## src/rtl/sdc_cmd_responder_if.sv

```systemverilog
// Card-logic side of the SD CMD-line responder: decoded command, status return and event pulses.
`timescale 1ns/1ps
interface sdc_cmd_responder_if;
  logic        cmd_valid_o;
  logic [5:0]  cmd_index_o;
  logic [31:0] cmd_arg_o;
  logic [31:0] resp_status_i;
  logic        crc_err_o;
  logic        frame_err_o;
  logic        busy_o;

  modport slave (
    output cmd_valid_o, cmd_index_o, cmd_arg_o, crc_err_o, frame_err_o, busy_o,
    input  resp_status_i
  );

  modport master (
    input  cmd_valid_o, cmd_index_o, cmd_arg_o, crc_err_o, frame_err_o, busy_o,
    output resp_status_i
  );
endinterface

```

## src/rtl/sdc_cmd_responder.sv

```systemverilog
// Card-side SD CMD-line responder: receives 48-bit commands, answers with R1 after NCR clocks.
// Define SDC_RESP_CRC_CHECK_EN to reject commands whose CRC7 does not match.
`timescale 1ns/1ps
module sdc_cmd_responder #(
  parameter int unsigned NCR         = 2,
  parameter logic [5:0]  NO_RESP_IDX = 6'd0
) (
  input  logic                clk,
  input  logic                rst_n,
  input  logic                cmd_i,
  output logic                cmd_o,
  output logic                cmd_oe,
  sdc_cmd_responder_if.slave  card
);

  typedef enum logic [2:0] {
    ST_IDLE,
    ST_RX,
    ST_CHECK,
    ST_WAIT,
    ST_TX
  } state_t;

  localparam logic [5:0] NcrLoad = 6'(NCR - 1);

  state_t      state_q, state_d;
  logic [5:0]  cnt_q, cnt_d;
  logic [6:0]  crc_q, crc_d;
  logic [37:0] rxShift_q, rxShift_d;
  logic [39:0] txShift_q, txShift_d;
  logic [5:0]  index_q, index_d;
  logic [31:0] arg_q, arg_d;
  logic        valid_q, valid_d;
  logic        frameErr_q, frameErr_d;
  logic        crcOk;

`ifdef SDC_RESP_CRC_CHECK_EN
  logic [6:0]  rxCrc_q, rxCrc_d;
  logic        crcErr_q, crcErr_d;
`endif

  // Serial CRC7, generator x^7 + x^3 + 1
  function automatic logic [6:0] crc7Step(input logic [6:0] crc, input logic bitIn);
    logic fb;
    fb = crc[6] ^ bitIn;
    return {crc[5:0], 1'b0} ^ {3'b000, fb, 2'b00, fb};
  endfunction

`ifdef SDC_RESP_CRC_CHECK_EN
  assign crcOk = (rxCrc_q == crc_q);
`else
  assign crcOk = 1'b1;
`endif

  always_ff @(posedge clk or negedge rst_n) begin
    if (!rst_n) begin
      state_q    <= ST_IDLE;
      cnt_q      <= '0;
      crc_q      <= '0;
      rxShift_q  <= '0;
      txShift_q  <= '0;
      index_q    <= '0;
      arg_q      <= '0;
      valid_q    <= 1'b0;
      frameErr_q <= 1'b0;
`ifdef SDC_RESP_CRC_CHECK_EN
      rxCrc_q    <= '0;
      crcErr_q   <= 1'b0;
`endif
    end else begin
      state_q    <= state_d;
      cnt_q      <= cnt_d;
      crc_q      <= crc_d;
      rxShift_q  <= rxShift_d;
      txShift_q  <= txShift_d;
      index_q    <= index_d;
      arg_q      <= arg_d;
      valid_q    <= valid_d;
      frameErr_q <= frameErr_d;
`ifdef SDC_RESP_CRC_CHECK_EN
      rxCrc_q    <= rxCrc_d;
      crcErr_q   <= crcErr_d;
`endif
    end
  end

  always_comb begin
    state_d    = state_q;
    cnt_d      = cnt_q;
    crc_d      = crc_q;
    rxShift_d  = rxShift_q;
    txShift_d  = txShift_q;
    index_d    = index_q;
    arg_d      = arg_q;
    valid_d    = 1'b0;
    frameErr_d = 1'b0;
`ifdef SDC_RESP_CRC_CHECK_EN
    rxCrc_d    = rxCrc_q;
    crcErr_d   = 1'b0;
`endif

    unique case (state_q)
      ST_IDLE: begin
        if (!cmd_i) begin
          state_d = ST_RX;
          cnt_d   = 6'd46;
          crc_d   = '0;
        end
      end

      // cnt_q is the frame bit number being sampled this cycle
      ST_RX: begin
        if (cnt_q >= 6'd8) begin
          crc_d     = crc7Step(crc_q, cmd_i);
          rxShift_d = {rxShift_q[36:0], cmd_i};
        end
`ifdef SDC_RESP_CRC_CHECK_EN
        if (cnt_q != 6'd0 && cnt_q < 6'd8) begin
          rxCrc_d = {rxCrc_q[5:0], cmd_i};
        end
`endif
        if (cnt_q == 6'd46 && !cmd_i) begin
          frameErr_d = 1'b1;
          state_d    = ST_IDLE;
        end else if (cnt_q == 6'd0) begin
          if (!cmd_i) begin
            frameErr_d = 1'b1;
            state_d    = ST_IDLE;
          end else begin
            state_d = ST_CHECK;
            if (crcOk) begin
              valid_d = 1'b1;
              index_d = rxShift_q[37:32];
              arg_d   = rxShift_q[31:0];
            end else begin
`ifdef SDC_RESP_CRC_CHECK_EN
              crcErr_d = 1'b1;
`endif
            end
          end
        end else begin
          cnt_d = cnt_q - 6'd1;
        end
      end

      ST_CHECK: begin
        if (valid_q && index_q != NO_RESP_IDX) begin
          state_d   = ST_WAIT;
          cnt_d     = NcrLoad;
          txShift_d = {2'b00, index_q, card.resp_status_i};
        end else begin
          state_d = ST_IDLE;
        end
      end

      ST_WAIT: begin
        if (cnt_q == 6'd0) begin
          state_d = ST_TX;
          cnt_d   = 6'd47;
          crc_d   = '0;
        end else begin
          cnt_d = cnt_q - 6'd1;
        end
      end

      // Bits 47..8 come from txShift_q, 7..1 from the running CRC, bit 0 is the end bit
      ST_TX: begin
        if (cnt_q >= 6'd8) begin
          crc_d     = crc7Step(crc_q, txShift_q[39]);
          txShift_d = {txShift_q[38:0], 1'b0};
        end else if (cnt_q != 6'd0) begin
          crc_d = {crc_q[5:0], 1'b0};
        end
        if (cnt_q == 6'd0) begin
          state_d = ST_IDLE;
        end else begin
          cnt_d = cnt_q - 6'd1;
        end
      end

      default: state_d = ST_IDLE;
    endcase
  end

  always_comb begin
    cmd_o = 1'b1;
    if (state_q == ST_TX) begin
      if (cnt_q >= 6'd8) begin
        cmd_o = txShift_q[39];
      end else if (cnt_q != 6'd0) begin
        cmd_o = crc_q[6];
      end
    end
  end

  assign cmd_oe           = (state_q == ST_TX);
  assign card.busy_o      = (state_q != ST_IDLE);
  assign card.cmd_valid_o = valid_q;
  assign card.cmd_index_o = index_q;
  assign card.cmd_arg_o   = arg_q;
  assign card.frame_err_o = frameErr_q;
`ifdef SDC_RESP_CRC_CHECK_EN
  assign card.crc_err_o   = crcErr_q;
`else
  assign card.crc_err_o   = 1'b0;
`endif

endmodule
```

## src/flat_wrapper.sv

```systemverilog
// flat-port wrapper written by rule: the top's interface ports become plain ports
module sdc_cmd_responder_flat 
#(
  parameter int unsigned NCR         = 2,
  parameter logic [5:0]  NO_RESP_IDX = 6'd0
)
  (clk, rst_n, cmd_i, cmd_o, cmd_oe, card_cmd_valid_o, card_cmd_index_o, card_cmd_arg_o, card_crc_err_o, card_frame_err_o, card_busy_o, card_resp_status_i);
  sdc_cmd_responder_if card_i ();
  input  logic clk;
  input  logic rst_n;
  input  logic cmd_i;
  output logic cmd_o;
  output logic cmd_oe;
  output wire logic [$bits(card_i.cmd_valid_o)-1:0] card_cmd_valid_o;
  output wire logic [$bits(card_i.cmd_index_o)-1:0] card_cmd_index_o;
  output wire logic [$bits(card_i.cmd_arg_o)-1:0] card_cmd_arg_o;
  output wire logic [$bits(card_i.crc_err_o)-1:0] card_crc_err_o;
  output wire logic [$bits(card_i.frame_err_o)-1:0] card_frame_err_o;
  output wire logic [$bits(card_i.busy_o)-1:0] card_busy_o;
  input wire logic [$bits(card_i.resp_status_i)-1:0] card_resp_status_i;
  assign card_cmd_valid_o = card_i.cmd_valid_o;
  assign card_cmd_index_o = card_i.cmd_index_o;
  assign card_cmd_arg_o = card_i.cmd_arg_o;
  assign card_crc_err_o = card_i.crc_err_o;
  assign card_frame_err_o = card_i.frame_err_o;
  assign card_busy_o = card_i.busy_o;
  assign card_i.resp_status_i = card_resp_status_i;
  sdc_cmd_responder #(.NCR(NCR), .NO_RESP_IDX(NO_RESP_IDX)) u_core (.clk(clk), .rst_n(rst_n), .cmd_i(cmd_i), .cmd_o(cmd_o), .cmd_oe(cmd_oe), .card(card_i));
endmodule
```

## config.mk

```make
export PLATFORM = sky130hd
export DESIGN_NAME = sdc_cmd_responder_flat
export DESIGN_NICKNAME = d
export VERILOG_FILES = /design/src/rtl/sdc_cmd_responder_if.sv /design/src/rtl/sdc_cmd_responder.sv /design/src/flat_wrapper.sv
export SDC_FILE = /design/constraint.sdc
export NUM_CORES = 1
export LEC_CHECK = 0
export CORE_ASPECT_RATIO = 0.7
export CORE_MARGIN = 2
export CORE_UTILIZATION = 30
export CTS_CLUSTER_SIZE = 10
export DETAILED_ROUTE_END_ITERATION = 6
export GPL_TIMING_DRIVEN = 0
export HOLD_SLACK_MARGIN = 0.08
export SLEW_MARGIN = 20
export SYNTH_ARGS = -nofsm -noshare
export SYNTH_HDL_FRONTEND = slang
export SYNTH_SLANG_ARGS = --single-unit
```

## constraint.sdc

```tcl
create_clock -name clk -period 4.35 [get_ports clk]
set_input_delay 0.6525 -clock clk [delete_from_list [all_inputs] [get_ports clk]]
set_output_delay 0.6525 -clock clk [all_outputs]
set_load 0.01 [all_outputs]
```

### After elaboration in Yosys (flattened, before gate mapping)

Index checks and enable logic that the tools add are counted.

* bits in latches: 0
* ROM bits: 0
* memories: 0
* flip-flop bits (word level): 134
* input port bits: 35
* bits in writable memories: 0

* $add $sub $neg: 1
* multipliers: 0
* reduce and logical (&&, ||, !) cells: 17
* shifts and indexed selects: 0
* bitwise operators: 5
* multiplexer cells: 34
* equality and inequality tests: 14
* div/mod/pow operators: 0
* $lt $le $gt $ge: 1

Operators with widths (count)
* $mux 40: 2
* $pmux 40 s2: 1
* $mux 7: 5
* $mux 6: 5
* $pmux 6 s5: 1
* $pmux 7 s4: 1
* $mux 3: 5
* $pmux 3 s5: 1
* $xor 7x4->7: 2
* $reduce_and 4->1: 3
* $reduce_bool 6->1: 2
* $mux 1: 11
* $ne 2x1->1 const B: 5
* $eq 3x2->1 const B: 2
* $eq 6x6->1 const B: 1
* $ge 6x4->1 const B: 1
* $logic_not 6->1: 1
* $ne 3x1->1 const B: 2
* $sub 6x1->6 const B: 1
* $reduce_and 5->1: 1
* $reduce_bool 5->1: 1
* $mux 2: 2
* $ne 2x2->1 const B: 2
* $reduce_bool 4->1: 1
* 11 further kinds: 13

### Depth between registers and ports, before layout

* depth after elaboration: 4
* mapped depth: 8

### Worst setup path after synthesis

Ideal clock, no wire load.

* path kind: reg-to-output
* start: reg u_core.state_q[1]
* end: out cmd_o
* data arrival time: 1545 ps
* cell stages (with the launch flop): 6
* data required time: 3697 ps
* path slack: 2152 ps
* cell sequence: dfrtp_1 nor2b_1 nand2_2 clkinv_2 buf_1 o21ai_0

* longest elaborated chain between the ends: 2

RTL lines
* start: declaration: RTL line sdc_cmd_responder.sv:26 `state_t state_q, state_d;`
* start signal: assignment: RTL line sdc_cmd_responder.sv:71 `state_q <= state_d;`
* $eq 3x3->1
* named net cmd_oe: RTL line flat_wrapper.sv:13 `output logic cmd_oe;`
* $mux 1: RTL line sdc_cmd_responder.sv:187 `if (state_q == ST_TX) begin`
* end: declaration: RTL line flat_wrapper.sv:12 `output logic cmd_o;`

The timed path passes the listed nets, and every way through them passes these cells.

### Worst setup path in the final report

* start: reg u_core.state_q[1]
* end: out cmd_o

* longest elaborated chain between the ends: 2

RTL lines (RTL line)
* $eq 3x3->1: sdc_cmd_responder.sv:187
* $mux 1: sdc_cmd_responder.sv:187

Every way passes these cells.

==> out/metrics.csv <==
stage,metric,value,unit
yosys,synth_top_flop_cell,dfrtp_1,
critical_path,worstPathRequired,3700,ps
worst_hold_path,min_path_type,input pin to async pin,
clocking,post_cts_resized,0,
yosys,synth_cell_type_count,50,
clocking,cts_root_buf,clkbuf_16,
floorplanning,die_w,172,µm
sta,relSlewSlack,52.1,%
layout,regArea,0.00335,mm²
sta,fin_crit_sh,78.0,%
layout,layout_commonest_cell,dfrtp_1,
layout,multi_input_area,0.00235,mm²
layout,fill_cells,1790,
detailed_routing,dr.pass1.iters,4,
layout,diodes,0,
critical_path,r2r_start,u_core.cnt_q[0],
clocking,tritoncts,built,
floorplanning,die_h,121,µm
critical_path,r2r_slack,1990,ps
placement,dp_hpwl,9230,µm
placement,placed_area,0.00703,mm²
sta,layout_min_cycle_time,3390,ps
yosys,netlist_instances,479,
critical_path,critPathCaptureType,output port,
sta,hold_viol,0,
power,power.total,0.00449,W
sta,setup_violations,0,
clocking,hold_buffers,0,
power,p_seq_share,37.6,%
power,cellLeakagePower,3.33,nW
detailed_routing,wl_per_cell,15.4,µm
detailed_routing,via_per_inst,4.62,
power,pwr-share-comb,24.6,%
clocking,cts_inserted_buffers,17,
power,p_per_area,581,mW/mm²
floorplanning,coreArea,0.0191,mm²
clocking,cts_sinks,134,
job,max-cap-violations,0,
critical_path,rr_worst_depth,7,
layout,drive_above_1_share,23.1,%
floorplanning,rows,42,
critical_path,path_max_fanout,10,
layout,final_util,40.5,%
yosys,syn-cell-area,0.00589,mm²
sta,slew_violations,0,
critical_path,worstSetupPathType,flop to output port,
global_routing,antenna_found_initial,1,
placement,gp_congestion,0.818,
floorplanning,start_util,30.9,%
detailed_routing,routed_wl,13200,µm
clocking,htree_levels,4,
clocking,cts_setup_buffers,0,
status,status,completed,
floorplanning,io_pins,79,
yosys,synth_edf_count,0,
layout,area_growth,31.1,%
detailed_routing,initialDrtViolationCount,238,
sta,tightest_slew,718,ps
sta,fin_setup_tns,0,ps
global_routing,grt_pass1_vias,4105,
global_routing,grt_max_degree,78,
global_routing,grt-ovfl-total,0,
power,ir_drop,0.000248,V
sta,max_freq,295,MHz
layout,final_cell_mix,"134 x dfrtp_1, 83 x mux2_2, 76 x clkdlybuf4s50_1",
global_routing,grt_pass1_wl,21700,µm
floorplanning,dieArea,0.0208,mm²
critical_path,timing.rr.end,u_core.crc_q[2],
power,clockPowerShare,37.8,%
yosys,synthArstFlopShare,100,%
critical_path,start_kind,flop,
yosys,syn-mean-instance-area,12.3,µm²
placement,io_buffers,77,
clocking,clock_path_buffers,2,
power,p_sw,0.00125,W
global_routing,grtUsageTotal,13.4,%
power,p_int,0.00324,W
detailed_routing,vias,3940,
yosys,synth_nets,517,
sta,fin_skew,10.2,ps
detailed_routing,route.detailed.drc,0,
critical_path,cp.arrival,2740,ps
clocking,insertion_delay,410,ps
layout,final_cell_area,0.00773,mm²
power,switching_share,27.9,%
clocking,clkSlewWorstSetupHoldPaths,60,ps
yosys,ys_seq_area_share,56.9,%
detailed_routing,antenna_left,0,
sta,rsz0062_at_grt,no,
yosys,ys_ff_latch,134,
yosys,synth_warnings,0,
layout,final_nets,614,
==> through the flow <==
stage | hold slack [ps] | setup WS, ps | instances
global placement | 481 | -2590 | 820
global route | 168 | 723 | 852
CTS | 154 | 802 | 852
detailed placement | 495 | 1280 | 821
finish | 146 | 955 | 852
floorplan | 357 | 2150 | 479
==> final cells by class <==
| type | count | area share, % |
|---|---|---|
| Sequential cell | 134 | 43.4 |
| Multi-Input combinational cell | 305 | 30.4 |
| Timing Repair Buffer | 78 | 10.4 |
| Clock buffer | 20 | 5.91 |
| Tap cell | 264 | 4.28 |
| Clock inverter | 11 | 3.16 |
| Buffer | 27 | 1.78 |
| Inverter | 13 | 0.648 |
==> layer usage <==
metal	share of wire [%]	GRT usage (%)	vias to the layer above	routed length, µm
li1	-	-	1881	-
met1	49	19.0	1945	6500
met2	44	19.2	105	5740
met3	6.8	4.96	7	896
met4	0.14	3.81	2	18
met5	0.068	0	-	9
==> synthesized netlist by cell type (2+ instances only) <==
cell,number,area share (%)
a21oi_1,46,3.9
a31oi_1,2,0.21
and3_1,2,0.21
buf_2,11,0.93
buf_4,2,0.25
buf_6,2,0.38
clkbuf_1,11,0.70
dfrtp_1,134,57
ha_1,3,0.64
inv_1,12,0.76
mux2_2,83,16
mux2i_1,42,7.1
nand2_1,12,0.76
nand2b_1,3,0.32
nand3_1,7,0.59
nor2_1,47,3.0
nor2b_1,4,0.42
nor3_1,6,0.51
nor3b_1,3,0.38
o21ai_0,9,0.76
o22ai_1,3,0.32
o2bb2ai_1,2,0.30
or3_1,2,0.21
xnor2_1,3,0.45
xor2_1,3,0.45
==> critical path, stage by stage, from the launching register on <==
cell	delay, ps
dfrtp_1	460
nor2b_1	260
nand2_2	160
clkinv_2	170
buf_1	480
o21ai_0	260
clkdlybuf4s50_1	540
==> power by group through the flow <==
stage | Combinational, W | Sequential (W) | Clock, W
6_report | 0.00110 | 0.00169 | 0.00169
5_1_grt | 0.00121 | 0.00172 | 0.00180
4_1_cts | 0.00112 | 0.00169 | 0.00174
3_5_place_dp | 0.00111 | 0.00171 | 0
3_3_place_gp | 0.00110 | 0.00170 | 0
2_1_floorplan | 0.000809 | 0.00166 | 0
==> registers in the layout, summed over array words and instances (netlist names) <==
| name | count |
|---|---|
| u_core.txShift_q | 40 |
| u_core.rxShift_q | 38 |
| u_core.card.cmd_arg_o | 32 |
| u_core.crc_q | 7 |
| u_core.card.cmd_index_o | 6 |
| u_core.cnt_q | 6 |
| u_core.state_q | 3 |
| u_core.card.cmd_valid_o | 1 |
| u_core.card.frame_err_o | 1 |
==> kinds of logic after synthesis <==
logic type | synth area share [%]
multiplexers | 23.0
other | 0.0636
AND/OR/NAND/NOR | 7.48
adder cells (fa/ha/maj) | 0.637
buffers and inverters | 3.19
XOR/XNOR | 0.892
AO/OA/AOI/OAI | 7.84
flip-flops | 56.9
==> worst max-delay path by stage <==
| stage | to | slack, ps | startpoint |
|---|---|---|---|
| 3_5_place_dp | cmd_o | 1280 | u_core.state_q[1] |
| 5_1_grt | cmd_o | 720 | u_core.state_q[1] |
| 4_1_cts | cmd_o | 800 | u_core.state_q[1] |
| 6_report | cmd_o | 960 | u_core.state_q[1] |
| 3_3_place_gp | u_core.card.cmd_arg_o[10] | -2590 | rst_n |
| 2_1_floorplan | cmd_o | 2150 | u_core.state_q[1] |
No activity file was read; power rests on OpenSTA's default activity.
